## config.mk

```make
export PLATFORM = sky130hd
export DESIGN_NAME = psum_issue_scheduler
export DESIGN_NICKNAME = d
export VERILOG_FILES = /design/src/rtl/psum_issue_scheduler.sv
export SDC_FILE = /design/constraint.sdc
export NUM_CORES = 1
export LEC_CHECK = 0
export BUFFER_PORTS_ARGS = -buffer_cell sky130_fd_sc_hd__buf_4
export CAP_MARGIN = 10
export CORE_MARGIN = 8
export CORE_UTILIZATION = 30
export DETAILED_ROUTE_END_ITERATION = 6
export HOLD_SLACK_MARGIN = 0.03
export PLACE_DENSITY_LB_ADDON = 0.15
export SYNTH_ARGS = -nofsm -noshare
export SYNTH_HDL_FRONTEND = slang
export SYNTH_SLANG_ARGS = --single-unit
```

## constraint.sdc

```tcl
create_clock -name clk -period 8.4 [get_ports clk]
set_input_delay 1.68 -clock clk [delete_from_list [all_inputs] [get_ports clk]]
set_output_delay 1.68 -clock clk [all_outputs]
set_load 0.005 [all_outputs]
```

## src/rtl/psum_issue_scheduler.sv

```systemverilog
// Purpose : buffers MAC partial sums in a FIFO and issues them to the output accumulator as start pulses.
// Latency : a word pushed into an empty, idle scheduler gives out_start on the second edge after the push.
// Backpr. : in_ready = !full; downstream has no backpressure, so pulses are spaced >= ISSUE_GAP cycles.
//
// Ports:
//   clk, rst_n            clock, synchronous active-low reset
//   in_valid/in_ready     upstream handshake; in_data (DATA_W), in_addr (ADDR_W)
//   out_start             one-cycle issue pulse; out_data/out_addr valid with it, held between pulses
//   level                 FIFO occupancy ($clog2(DEPTH)+1 bits)
//   busy                  words queued, spacing timer running, or a pulse on the output
// Optional (PSUM_ISSUE_CNT_EN defined):
//   total_cnt [15:0] in   expected word count (0 disables done)
//   issue_cnt [15:0] out  pulses issued since the last done
//   done             out  one-cycle pulse the cycle after the pulse that reaches total_cnt
module psum_issue_scheduler #(
  parameter int DATA_W    = 24,
  parameter int ADDR_W    = 13,
  parameter int DEPTH     = 8,
  parameter int ISSUE_GAP = 6
) (
  input  logic                    clk,
  input  logic                    rst_n,
  input  logic                    in_valid,
  output logic                    in_ready,
  input  logic [DATA_W-1:0]       in_data,
  input  logic [ADDR_W-1:0]       in_addr,
  output logic                    out_start,
  output logic [DATA_W-1:0]       out_data,
  output logic [ADDR_W-1:0]       out_addr,
  output logic [$clog2(DEPTH):0]  level,
  output logic                    busy
`ifdef PSUM_ISSUE_CNT_EN
  ,
  input  logic [15:0]             total_cnt,
  output logic [15:0]             issue_cnt,
  output logic                    done
`endif
);

  localparam int PW = $clog2(DEPTH);
  localparam int LW = PW + 1;
  // gap_cnt only needs to hold ISSUE_GAP-1
  localparam int GW = (ISSUE_GAP > 1) ? $clog2(ISSUE_GAP) : 1;

  typedef enum logic {IDLE, ISSUE} state_t;

  state_t            state, state_nxt;
  logic [DATA_W-1:0] mem_data [DEPTH];
  logic [ADDR_W-1:0] mem_addr [DEPTH];
  logic [PW-1:0]     wr_ptr, rd_ptr;
  logic [GW-1:0]     gap_cnt, gap_nxt;
  logic [LW-1:0]     level_nxt;
  logic              full, push, pop;

  assign full     = (level == LW'(DEPTH));
  assign in_ready = !full;
  // A pop never frees space for a same-cycle push: push depends on full only.
  assign push     = in_valid && !full;
  assign pop      = (level != '0) && (gap_cnt == '0);
  assign busy     = (state == ISSUE) || out_start;

  // Next-state of occupancy/timer, and the FSM that mirrors them.
  always_comb begin
    level_nxt = level;
    gap_nxt   = gap_cnt;
    state_nxt = IDLE;
    case ({push, pop})
      2'b10:   level_nxt = level + LW'(1);
      2'b01:   level_nxt = level - LW'(1);
      default: level_nxt = level;
    endcase
    if (pop) begin
      gap_nxt = GW'(ISSUE_GAP - 1);
    end else if (gap_cnt != '0) begin
      gap_nxt = gap_cnt - GW'(1);
    end
    if ((level_nxt != '0) || (gap_nxt != '0)) begin
      state_nxt = ISSUE;
    end
  end

  always_ff @(posedge clk) begin
    if (!rst_n) begin
      state     <= IDLE;
      wr_ptr    <= '0;
      rd_ptr    <= '0;
      level     <= '0;
      gap_cnt   <= '0;
      out_start <= 1'b0;
      out_data  <= '0;
      out_addr  <= '0;
    end else begin
      state   <= state_nxt;
      level   <= level_nxt;
      gap_cnt <= gap_nxt;
      // Pointers are PW bits wide, so they wrap modulo DEPTH on their own.
      if (push) begin
        wr_ptr <= wr_ptr + PW'(1);
      end
      out_start <= pop;
      if (pop) begin
        rd_ptr   <= rd_ptr + PW'(1);
        out_data <= mem_data[rd_ptr];
        out_addr <= mem_addr[rd_ptr];
      end
    end
  end

  // Storage needs no reset: entries are only read after being written.
  always_ff @(posedge clk) begin
    if (push) begin
      mem_data[wr_ptr] <= in_data;
      mem_addr[wr_ptr] <= in_addr;
    end
  end

`ifdef PSUM_ISSUE_CNT_EN
  logic cnt_hit;

  // Evaluated during the out_start cycle, when issue_cnt already includes that pulse.
  assign cnt_hit = out_start && (total_cnt != 16'd0) && (issue_cnt == total_cnt);

  always_ff @(posedge clk) begin
    if (!rst_n) begin
      issue_cnt <= 16'd0;
      done      <= 1'b0;
    end else begin
      done <= cnt_hit;
      if (cnt_hit) begin
        // With ISSUE_GAP==1 the next pulse can coincide with the clear.
        issue_cnt <= pop ? 16'd1 : 16'd0;
      end else if (pop) begin
        issue_cnt <= issue_cnt + 16'd1;
      end
    end
  end
`endif

endmodule
```

==> metrics <==
status finished clean; first-pass GRT wire length 43000 µm; Clk pwr share 33.6%; hpwl dp 15300 µm; Mean Syn Cell Area approximately 20 µm²; CP Buf/Inv Count 1; Synth Flop Type edfxtp_1; CP Capture Type output pin; P&R area growth vs syn 18.8%; Max Clk Rate between 0.2 and 0.3 GHz; Ys Warns 0; CP Class flip-flop to output pin; Worst VDD drop between 0.15 and 0.2 mV; post-route insts no fill 1373; Max-cap violations 0; Comb pwr share 22.9%; Gate Count Post-Synth roughly 650; final hold viol count 0; Lkg Pwr 5.06 nW; TritonCTS clock tree built; post-layout util 35.9%; Max-slew headroom 22.6%; root buf cell clkbuf_16; design area ~16000 µm²; I/O Buffers 83; switching power 1.41 mW; final setup skew ~0.013 ns; Hold WC Path Type flip-flop to flip-flop; Slew Limit Fails 0; Worst path top cell family by delay simple AND/OR/NAND/NOR gates; Worst-Margin Slew 1.16 ns; async set or reset register ratio after synthesis 0%; Tot GR Track Use 11.3%; core box area 43900 µm²; crit-path cells or4b_1 > buf_4; Int Pwr 3.71 mW; commonest non-fill, non-tap cells in the layout edfxtp_1, buf_4, mux4_2; die height between 200 and 250 µm; CTS buffer count 39; Post-synth EDFFs 296; CP Data Required Time 6.72 ns; placed cell areas 14500 µm²; drc violations 0; RSZ-0062 raised after global routing no; GPL Wtd Cong 0.729; vias in the first global route 6960; Routed WL per cell 20.8 µm; critical path launch point type flip-flop; share of cells above drive strength 1 30.3%; register bit total from synthesis 348; top-level I/O count 84; initial core utilization slightly above 30%; setup TNS 0 ns; most common cell after layout, fill and taps aside edfxtp_1; CTS clk-pin slew, worst paths 0.06 ns; nets@finish ~800; CP peak stage delay 0.74 ns; drt first pass iters 4; drt via density 4.57; Die X 226 µm; clk_lat worst skew around 0.55 ns; placed instance count 1300; CTS sink count 348; Netlist Area Pre-Place 13300 µm²; placement row count between 70 and 80; crit share post-route between 40% and 50%; post-route ant nets 0; setup violators final 0; Clock Tree Buf Depth 3; Seq pwr share 43.5%; Final Power 5.12 mW; crit path max fanout 9; largest net degree at the start of global routing 85; slowest stage cell on the critical path or4b_1; P per Cell Area 325 nW/µm²; die area 51300 µm²; detailed-route via count 6273; cts hold-fix bufs 0; wirelength, routed ~29000 µm; post-CTS setup buffer count 0; Synth cell types 39; min cycle time layout 3.59 ns; Synth Net Count 699; GRT overflow 0; drt first-iter violations about 330; initial antenna violation count 2; Post-CTS Resized 0; WP data arrival 1.91 ns; register area share after synthesis 74.8%; Fillers 4110; sw frac roughly 28%; H-tree lvl count 2
[Yosys cell counts (2+ instances only)]
master	number	area, µm²
nand2b_1	2	12.5
buf_4	2	15.0
nor3b_1	3	22.5
mux2i_1	40	400
xor2_1	6	52.6
edfxtp_1	296	8890
nand2_1	4	15.0
xnor2_1	2	17.5
nand3_1	4	20.0
nor3_1	5	25.0
nor2_1	56	210
a211oi_1	37	278
a21oi_1	3	15.0
and3b_1	2	17.5
dfxtp_1	52	1040
mux4_1	9	236
buf_6	10	113
mux4_2	65	1460
buf_12	5	100
inv_1	4	15.0
buf_2	12	60.1
clkbuf_1	8	30.0
ha_1	8	100
[cell type report]
cell class                 count  area (µm²)  share of cell area [%]
antenna                        1        2.50                  0.0159
clock inverter                21         238                    1.51
sequential                   348        9940                    63.0
tap                          592         741                    4.69
inverter                       5        18.8                   0.119
clock buffer                  51        1070                    6.79
timing repair buffer          94         706                    4.47
multi-input combinational    261        3060                    19.4
[flip-flops by register name, indices dropped and copies added, names as in the netlist]
signal and cells:
wr_ptr 3, level 4, gap_cnt 3, out_addr 13, mem_addr 104, mem_data 192, state 1, out_start 1
rd_ptr 3, out_data 24
[worst min-delay path, delay by kind of cell (launching register included)]
family | cells | cell delay (ns)
flops | 1 | 0.31
simple gates | 1 | 0.10
compound gates | 1 | 0.05
[logic make-up after synthesis]
| logic type | count (synthesis) | synth area share, % |
|---|---|---|
| AOI/OAI and AO/OA | 48 | 2.66 |
| adders and majority gates | 8 | 0.754 |
| muxes | 114 | 15.8 |
| buffers and inverters | 42 | 2.53 |
| xor gates and xnor gates | 8 | 0.528 |
| DFF | 348 | 74.8 |
| and+or+nand+nor | 83 | 2.94 |
[final timing paths]
kind / slack, ns / endpoint / start / cells after the start
worst max-delay path: 4.81 / in_ready / level[0] / 2
worst max register to register: 4.99 / state / gap_cnt[0] / 12
worst min register to register: 0.50 / out_addr[8] / out_addr[8] / 2
worst min-delay path: 0.50 / out_addr[8] / out_addr[8] / 2
[through the flow]
| step | worst slack (ns) | hold WS, ns |
|---|---|---|
| after global routing | 4.63 | 0.512 |
| after detailed placement | 4.93 | 0.494 |
| after CTS | 4.79 | 0.502 |
| after floorplan | 2.61 | 0.491 |
| after global placement | 4.95 | 0.495 |
| final | 4.81 | 0.502 |
[power by group through the flow]
stage	Clock [mW]	Sequential, mW	Combinational (mW)
floorplan	0	2.19	0.950
global placement	0	2.26	1.19
detailed placement	0	2.27	1.21
CTS	1.78	2.24	1.22
global route	1.83	2.26	1.31
finish	1.72	2.23	1.17
[per-layer routing]
layer	up-vias	global-route usage [%]	wire length [µm]
li1	2858	-	-
met1	3245	13.9	12200
met2	120	19.3	14400
met3	48	2.39	1190
met4	2	4.35	717
met5	-	0	13
Note: power is estimated with default switching activity, not from simulation.
